<file path="config.mk">
export PLATFORM = sky130hd
export DESIGN_NAME = dff_pipe_sync_reset_flat
export DESIGN_NICKNAME = d
export VERILOG_FILES = /design/src/rtl/dff_pipe_sync_reset_if.sv /design/src/rtl/dff_pipe_sync_reset.sv /design/src/flat_wrapper.sv
export SDC_FILE = /design/constraint.sdc
export NUM_CORES = 1
export LEC_CHECK = 0
export CAP_MARGIN = 20
export CORE_MARGIN = 2
export CORE_UTILIZATION = 30
export DETAILED_ROUTE_END_ITERATION = 7
export PLACE_DENSITY = 0.51
export RECOVER_POWER = 100
export SLEW_MARGIN = 40
export SYNTH_ARGS = -nofsm -noshare
export SYNTH_HDL_FRONTEND = slang
export SYNTH_SLANG_ARGS = --single-unit
export TNS_END_PERCENT = 100
</file>
<file path="constraint.sdc">
create_clock -name clk -period 1.72 [get_ports clk]
set_input_delay 0.516 -clock clk [delete_from_list [all_inputs] [get_ports clk]]
set_output_delay 0.516 -clock clk [all_outputs]
set_load 0.02 [all_outputs]
</file>
<file path="src/rtl/dff_pipe_sync_reset_if.sv">
// ---------------------------------------------------------------------------
// dff_pipe_sync_reset_if
//   Bundles the data-side and reset-status signals of dff_pipe_sync_reset.
//
//   Signals
//     data      WIDTH  input data toward the pipeline
//     data_vld  1      qualifier for data; stage 0 loads only when high
//     q         WIDTH  output of the last pipeline stage
//     q_vld     1      valid bit of the last pipeline stage
//     rst_out   1      conditioned (synchronised + stretched) reset, active-high
//     rst_done  1      one-cycle pulse marking the end of a conditioned reset
//
//   Modports
//     master  : the side that produces data and consumes q / reset status
//     slave   : the pipeline block itself
// ---------------------------------------------------------------------------
interface dff_pipe_sync_reset_if #(
  parameter int unsigned WIDTH = 8
) ();

  logic [WIDTH-1:0] data;
  logic             data_vld;
  logic [WIDTH-1:0] q;
  logic             q_vld;
  logic             rst_out;
  logic             rst_done;

  modport master (
    output data,
    output data_vld,
    input  q,
    input  q_vld,
    input  rst_out,
    input  rst_done
  );

  modport slave (
    input  data,
    input  data_vld,
    output q,
    output q_vld,
    output rst_out,
    output rst_done
  );

endinterface

</file>
<file path="src/rtl/dff_pipe_sync_reset.sv">
// ---------------------------------------------------------------------------
// dff_pipe_sync_reset
//   Reset-conditioned register pipeline. The raw synchronous reset is passed
//   through a SYNC_STAGES shift chain and then stretched by MIN_RST_CYCLES
//   extra cycles. The resulting conditioned reset (rst_out) clears a
//   DEPTH-stage, WIDTH-bit data pipeline that carries a valid bit per stage.
//
//   Parameters
//     WIDTH           data width (>=1)
//     DEPTH           number of pipeline stages (>=1)
//     RST_VAL         value loaded into every data stage on reset
//     SYNC_STAGES     reset chain length (>=2)
//     MIN_RST_CYCLES  extra hold cycles after the chain deasserts (>=0)
//
//   Ports
//     clk    in  sole clock, all state updates on posedge
//     reset  in  synchronous, active-high raw reset
//     bus    slave modport of dff_pipe_sync_reset_if:
//              data/data_vld in, q/q_vld/rst_out/rst_done out
//
//   Timing (reset sampled low at edge m, no re-assert)
//     rst_out falls after edge m+SYNC_STAGES-1+MIN_RST_CYCLES and rst_done
//     pulses for one cycle after the edge following that.
// ---------------------------------------------------------------------------
module dff_pipe_sync_reset #(
  parameter int unsigned      WIDTH          = 8,
  parameter int unsigned      DEPTH          = 2,
  parameter logic [WIDTH-1:0] RST_VAL        = {WIDTH{1'b0}},
  parameter int unsigned      SYNC_STAGES    = 2,
  parameter int unsigned      MIN_RST_CYCLES = 4
) (
  input  logic                  clk,
  input  logic                  reset,
  dff_pipe_sync_reset_if.slave  bus
);

  // Counter must be at least one bit wide even when no stretch is requested.
  localparam int unsigned     CNT_W_RAW = $clog2(MIN_RST_CYCLES + 1);
  localparam int unsigned     CNT_W     = (CNT_W_RAW < 1) ? 1 : CNT_W_RAW;
  localparam logic [CNT_W-1:0] CNT_LOAD = CNT_W'(MIN_RST_CYCLES);
  localparam logic [CNT_W-1:0] CNT_ONE  = CNT_W'(1'b1);
  localparam logic [CNT_W-1:0] CNT_ZERO = CNT_W'(1'b0);

  // Reset conditioning state
  logic [SYNC_STAGES-1:0] sync_q;
  logic [SYNC_STAGES-1:0] sync_d;
  logic [CNT_W-1:0]       cnt_q;
  logic [CNT_W-1:0]       cnt_d;
  logic                   rst_prev_q;
  logic                   rst_prev_d;
  logic                   rst_done_q;
  logic                   rst_done_d;
  logic                   rst_out_s;

  // Data pipeline state
  logic [DEPTH-1:0][WIDTH-1:0] data_q;
  logic [DEPTH-1:0][WIDTH-1:0] data_d;
  logic [DEPTH-1:0]            vld_q;
  logic [DEPTH-1:0]            vld_d;

  // Conditioned reset: OR of registers only, so it cannot glitch while the
  // chain hands over to the stretch counter (counter reloads while the chain
  // tail is still high).
  assign rst_out_s = sync_q[SYNC_STAGES-1] | (cnt_q != CNT_ZERO);

  // Next state of the reset chain: shift a zero in from stage 0
  always_comb begin
    sync_d = {sync_q[SYNC_STAGES-2:0], 1'b0};
  end

  // Next state of the stretch counter: reload while the chain tail is high,
  // then count down to zero
  always_comb begin
    cnt_d = cnt_q;
    if (sync_q[SYNC_STAGES-1]) begin
      cnt_d = CNT_LOAD;
    end else if (cnt_q != CNT_ZERO) begin
      cnt_d = cnt_q - CNT_ONE;
    end else begin
      cnt_d = cnt_q;
    end
  end

  // Next state of the release detector: rst_done fires one cycle after the
  // first low cycle of rst_out, using the previous-cycle copy of rst_out
  always_comb begin
    rst_prev_d = rst_out_s;
    rst_done_d = rst_prev_q & ~rst_out_s;
  end

  // Reset conditioning registers; raw reset fills the chain and reloads the
  // counter, and forces rst_done low from the first reset edge
  always_ff @(posedge clk) begin
    if (reset) begin
      sync_q     <= {SYNC_STAGES{1'b1}};
      cnt_q      <= CNT_LOAD;
      rst_prev_q <= 1'b1;
      rst_done_q <= 1'b0;
    end else begin
      sync_q     <= sync_d;
      cnt_q      <= cnt_d;
      rst_prev_q <= rst_prev_d;
      rst_done_q <= rst_done_d;
    end
  end

  // Next state of the data pipeline: clear while rst_out is high, otherwise
  // stage 0 captures qualified data (holding its value when not qualified)
  // and every later stage copies its predecessor unconditionally
  always_comb begin
    data_d = data_q;
    vld_d  = vld_q;
    if (rst_out_s) begin
      data_d = {DEPTH{RST_VAL}};
      vld_d  = {DEPTH{1'b0}};
    end else begin
      if (bus.data_vld) begin
        data_d[0] = bus.data;
      end else begin
        data_d[0] = data_q[0];
      end
      vld_d[0] = bus.data_vld;
      for (int k = 1; k < DEPTH; k++) begin
        data_d[k] = data_q[k-1];
        vld_d[k]  = vld_q[k-1];
      end
    end
  end

  // Data pipeline registers. The raw reset clears them too: rst_out only
  // rises one edge after reset is sampled, and without this a beat already
  // one stage from the output would still emerge on that edge.
  always_ff @(posedge clk) begin
    if (reset) begin
      data_q <= {DEPTH{RST_VAL}};
      vld_q  <= {DEPTH{1'b0}};
    end else begin
      data_q <= data_d;
      vld_q  <= vld_d;
    end
  end

  assign bus.q        = data_q[DEPTH-1];
  assign bus.q_vld    = vld_q[DEPTH-1];
  assign bus.rst_out  = rst_out_s;
  assign bus.rst_done = rst_done_q;

endmodule

</file>
<file path="src/flat_wrapper.sv">
// flat-port wrapper written by rule: the top's interface ports become plain ports
module dff_pipe_sync_reset_flat 
#(
  parameter int unsigned      WIDTH          = 8,
  parameter int unsigned      DEPTH          = 2,
  parameter logic [WIDTH-1:0] RST_VAL        = {WIDTH{1'b0}},
  parameter int unsigned      SYNC_STAGES    = 2,
  parameter int unsigned      MIN_RST_CYCLES = 4
)
  (clk, reset, bus_data, bus_data_vld, bus_q, bus_q_vld, bus_rst_out, bus_rst_done);
  dff_pipe_sync_reset_if #(.WIDTH(WIDTH)) bus_i ();
  input  logic clk;
  input  logic reset;
  input wire logic [$bits(bus_i.data)-1:0] bus_data;
  input wire logic [$bits(bus_i.data_vld)-1:0] bus_data_vld;
  output wire logic [$bits(bus_i.q)-1:0] bus_q;
  output wire logic [$bits(bus_i.q_vld)-1:0] bus_q_vld;
  output wire logic [$bits(bus_i.rst_out)-1:0] bus_rst_out;
  output wire logic [$bits(bus_i.rst_done)-1:0] bus_rst_done;
  assign bus_i.data = bus_data;
  assign bus_i.data_vld = bus_data_vld;
  assign bus_q = bus_i.q;
  assign bus_q_vld = bus_i.q_vld;
  assign bus_rst_out = bus_i.rst_out;
  assign bus_rst_done = bus_i.rst_done;
  dff_pipe_sync_reset #(.WIDTH(WIDTH), .DEPTH(DEPTH), .RST_VAL(RST_VAL), .SYNC_STAGES(SYNC_STAGES), .MIN_RST_CYCLES(MIN_RST_CYCLES)) u_core (.clk(clk), .reset(reset), .bus(bus_i));
endmodule
</file>
== Word level (Yosys, flattened, before mapping) ==
Index checks and enable logic that the tools add are counted.

* Input bits: 11
* Bits in registers: 25
* Logic and storage cells: 16

* Bitwise logic cells: 3
* Reduce and logical (&&, ||, !) cells: 3
* Add/subtract/negate cells: 1
* Multiplexer cells: 1

{| class="wikitable"
|+ Operators by type and width
! cell !! number
|-
| OR reduction 2 bit || 2
|-
| nonzero test 3 bit || 1
|-
| subtractor 3 x 1 -> 3 bit (second input constant) || 1
|-
| AND 1 bit || 1
|-
| 2-to-1 mux 1 bit || 1
|-
| inverter 1 bit || 1
|-
| bitwise OR 1 bit || 1
|}

== Logic depth before layout (Yosys ltp) ==
* Depth in word-level cells: 4
* Gate-level depth with buffers: 6
* Mapped depth without buffers: 6

== Least setup slack after synthesis ==
Ideal clock, no wire load.

* Path type: reg2out
* Start: reg u_core.cnt_q[0]
* End: out bus_rst_out
* Data required time: 1204 ps
* Cell stages (with the launch flop): 5
* Arrival time: 990 ps
* Path slack: 214 ps
* Path buffers: 0
* Cells stage by stage: dfxtp_1 > inv_1 > ha_1 > nand2b_4 > or2_2

* Cells in the longest elaborated chain, start to end: 2

{| class="wikitable"
|+ Ends and longest elaborated chain
! item !! line !! text
|-
| start: declaration || dff_pipe_sync_reset.sv:47 || <nowiki>logic [CNT_W-1:0] cnt_q;</nowiki>
|-
| start signal: assignment || dff_pipe_sync_reset.sv:101 || <nowiki>cnt_q <= cnt_d;</nowiki>
|-
| nonzero test 3 bit || dff_pipe_sync_reset.sv:64 || <nowiki>assign rst_out_s = sync_q[SYNC_STAGES-1] | (cnt_q != CNT_ZERO);</nowiki>
|-
| bitwise OR 1 bit || dff_pipe_sync_reset.sv:64 ||
|-
| end: declaration || flat_wrapper.sv:18 || <nowiki>output wire logic [$bits(bus_i.rst_out)-1:0] bus_rst_out;</nowiki>
|}

No other way between the ends.

== Final worst setup path ==
* Start: reg u_core.cnt_q[1]
* End: out bus_rst_out

The elaborated chain is that of the path after synthesis.

==> results.py <==
metrics = {
    "run_status": {
        "outcome": "finished, violations left",
        "violations": "design-rule violations, negative setup slack",
    },
    "clock_tree": {
        "postCtsHoldBufs": 0,
        "clkTransAtPathRegs_ns": 0.12,
        "clk_latency_ns": 0.31,
        "clk_path_buf_depth": 2,
        "cts_tree": "built",
        "htree_levels": 1,
        "clock_sinks": 25,
        "clock-root-buffer": "clkbuf_4",
        "cts-buffers-inserted": 3,
    },
    "sta": {
        "min_period_ns": 1.78,
        "layout_setup_ws_ns": -0.0602,
        "final_max_slew_viol_count": 0,
        "setup_violations": 1,
        "rsz0062_at_grt": "yes",
        "max_slew_margin": 0.732,
        "skew_ns": 0.00663,
        "finalHoldViolations": 0,
        "min_period_over_period": 1.04,
        "worstMarginPinSlew_ns": 0.399,
        "fmax_ghz": 0.562,
        "final.setup.tns_ns": -0.0602,
    },
    "worst_setup_path": {
        "crit_path_end_kind": "output port",
        "critPathMaxFanout": 2,
        "slowest_stage": "dfxtp_2",
        "cp.required_ns": 1.20,
        "cp_cell_sequence": "inv_2 -> ha_4 -> nand2b_4 -> or2_4 -> buf_6",
        "cp.arrival_ns": 1.26,
        "critPathMaxStageDelay_ns": 0.34,
        "worstSetupPathType": "flop to output port",
        "critPathLaunchType": "flop",
    },
    "worst_hold_path": {
        "hold_path.class": "flop to flop",
    },
    "floorplan": {
        "io-pin-count": 22,
        "dieArea_mm2": 0.00344,
        "initial_core_util": 0.319,
        "core_mm2": 0.00281,
        "rows": 19,
        "die_height_um": 58.6,
        "die_w_um": 58.6,
    },
    "drt": {
        "vias": 558,
        "ant_nets": 0,
        "drc": 4,
        "drt_iter0_drc": 13,
        "wire_per_inst_um": 9.54,
        "drt_pass1_iterations": 6,
        "vias_per_cell": 4.13,
        "wl_um": 1290,
    },
    "flow_run": {
        "max-cap-violations": 0,
    },
    "place": {
        "preCtsSetupSlack_ns": -0.240,
        "gp_congestion": 0.716,
        "port_buffers": 21,
        "place_hpwl_um": 975,
    },
    "logic_synthesis": {
        "synth-seq-cells": 25,
        "seq_area_frac_synth": 0.559,
        "synth_nets": 91,
        "syn_area_um2": 896,
        "post_synth_num_cell_types": 20,
        "postSynthAreaPerCell_um2": 11.5,
        "yosys_warnings": 0,
        "syn_inst": 78,
    },
    "finish": {
        "syn2layout_area_growth_pct": 30.6,
        "nNetsFinal": 118,
        "drive_above_1_share": 0.288,
        "antenna_cells": 0,
    },
    "global_routing": {
        "grt_pass1_vias": 547,
        "grt_usage": 0.0912,
        "grt_max_degree": 15,
        "overflow": 0,
        "antenna_found_initial": 0,
        "grt_pass1_wl_um": 2290,
    },
    "pwr": {
        "p_leak_nw": 0.535,
        "power_density_mw_per_mm2": 786,
        "finalPower_mw": 0.920,
        "peakVddDrop_v": 0.000420,
    },
}
## critical path: cells and delay by family, from the launching register on
kind	cells	cell delay, ns
fa+ha+maj	1	0.15
buf+inv	2	0.20
flops	1	0.34
simple gates	2	0.27
## state kept, by name, summed over array words and instances (netlist names)
signal	cells
u_core.bus.rst_done	1
u_core.vld_q	2
u_core.bus.q	8
u_core.sync_q	2
u_core.data_q	8
u_core.cnt_q	3
u_core.rst_prev_q	1
## layout by cell type, fill, tap and decap left out
cell type | Yosys | layout
nand2b_4 | 1 | 1
clkdlybuf4s50_1 | 0 | 9
clkbuf_4 | 0 | 3
or2_4 | 0 | 1
nor2_1 | 9 | 9
buf_6 | 1 | 1
dlygate4sd2_1 | 0 | 10
dfxtp_2 | 0 | 2
nor3b_1 | 1 | 1
xnor2_1 | 1 | 1
clkinv_2 | 0 | 1
and2_2 | 4 | 4
mux2i_1 | 8 | 8
ha_1 | 2 | 1
and2b_2 | 1 | 1
dlygate4sd3_1 | 0 | 1
or2_2 | 2 | 1
a2111oi_2 | 1 | 1
buf_4 | 8 | 10
clkbuf_1 | 0 | 1
ha_4 | 0 | 1
dfxtp_1 | 25 | 23
or4_1 | 1 | 1
and2_1 | 7 | 7
inv_2 | 1 | 3
nor3_1 | 1 | 2
## kinds of logic after synthesis
kind of cell               count (synthesis)  share of synthesized area
and+or+nand+nor                           28                      0.200
adders and majority gates                  2                     0.0279
DFF                                       25                      0.559
xor gates and xnor gates                   1                    0.00978
buffers and inverters                     13                     0.0978
muxes                                      8                     0.0894
AOI/OAI and AO/OA                          1                     0.0168
## synth_stat cells
cell | number | area [um2]
and2_2 | 4 | 30.0
nor2_1 | 9 | 33.8
inv_1 | 2 | 7.51
nand2b_4 | 1 | 13.8
or2_2 | 2 | 12.5
dfxtp_1 | 25 | 500
inv_2 | 1 | 3.75
and2_1 | 7 | 43.8
nor3_1 | 1 | 5.00
clkbuf_2 | 1 | 5.00
xnor2_1 | 1 | 8.76
or4_1 | 1 | 7.51
nor3b_1 | 1 | 7.51
ha_1 | 2 | 25.0
and2b_2 | 1 | 8.76
buf_6 | 1 | 11.3
nor3_4 | 1 | 16.3
a2111oi_2 | 1 | 15.0
buf_4 | 8 | 60.1
mux2i_1 | 8 | 80.1
## repair_timing
action	CTS	global route
gates resized for setup	23	0
setup endpoints to repair	11	1
pin swaps	1	0
setup buffers	0	1
## stage by stage
step	utilization	hold slack [ns]	area [um2]	cells
6_report	0.417	0.428	1170	135
5_1_grt	0.417	0.454	1170	135
4_1_cts	0.420	0.433	1180	134
3_5_place_dp	0.408	0.398	1140	130
3_3_place_gp	0.408	0.401	1140	130
2_1_floorplan	-	0.389	896	78
## routing by layer
metal	vias up	GRT usage	share of wire
met3	2	0.0462	0.071
li1	295	-	-
met1	247	0.0981	0.46
met5	-	0	0
met2	14	0.151	0.46
met4	0	0.0390	0.012
## power by group
part | total (mW) | switching, mW | leakage [nW] | internal, mW
logic | 0.0806 | 0.0282 | 0.314 | 0.0525
registers | 0.589 | 0.00293 | 0.203 | 0.586
clock network | 0.250 | 0.163 | 0.0177 | 0.0868
total | 0.920 | 0.195 | 0.535 | 0.725
## layout make-up
cell class	count	area (um2)
inverters	3	11.3
fillers	280	1640
clock buffers	3	22.5
flip-flops and latches	25	503
multi-input cells	40	312
repair buffers	32	278
clock inverters	1	5.00
well taps	31	38.8
## path summary, 6_finish.rpt
check | start | end | slack [ns] | cells past startpoint
max | u_core.cnt_q[1] | bus_rst_out | -0.06 | 5
min | u_core.sync_q[0] | u_core.sync_q[1] | 0.43 | 1
max reg2reg | u_core.cnt_q[1] | u_core.vld_q[1] | 0.25 | 7
min reg2reg | u_core.sync_q[0] | u_core.sync_q[1] | 0.43 | 1
(Power assumes the default switching activity.)
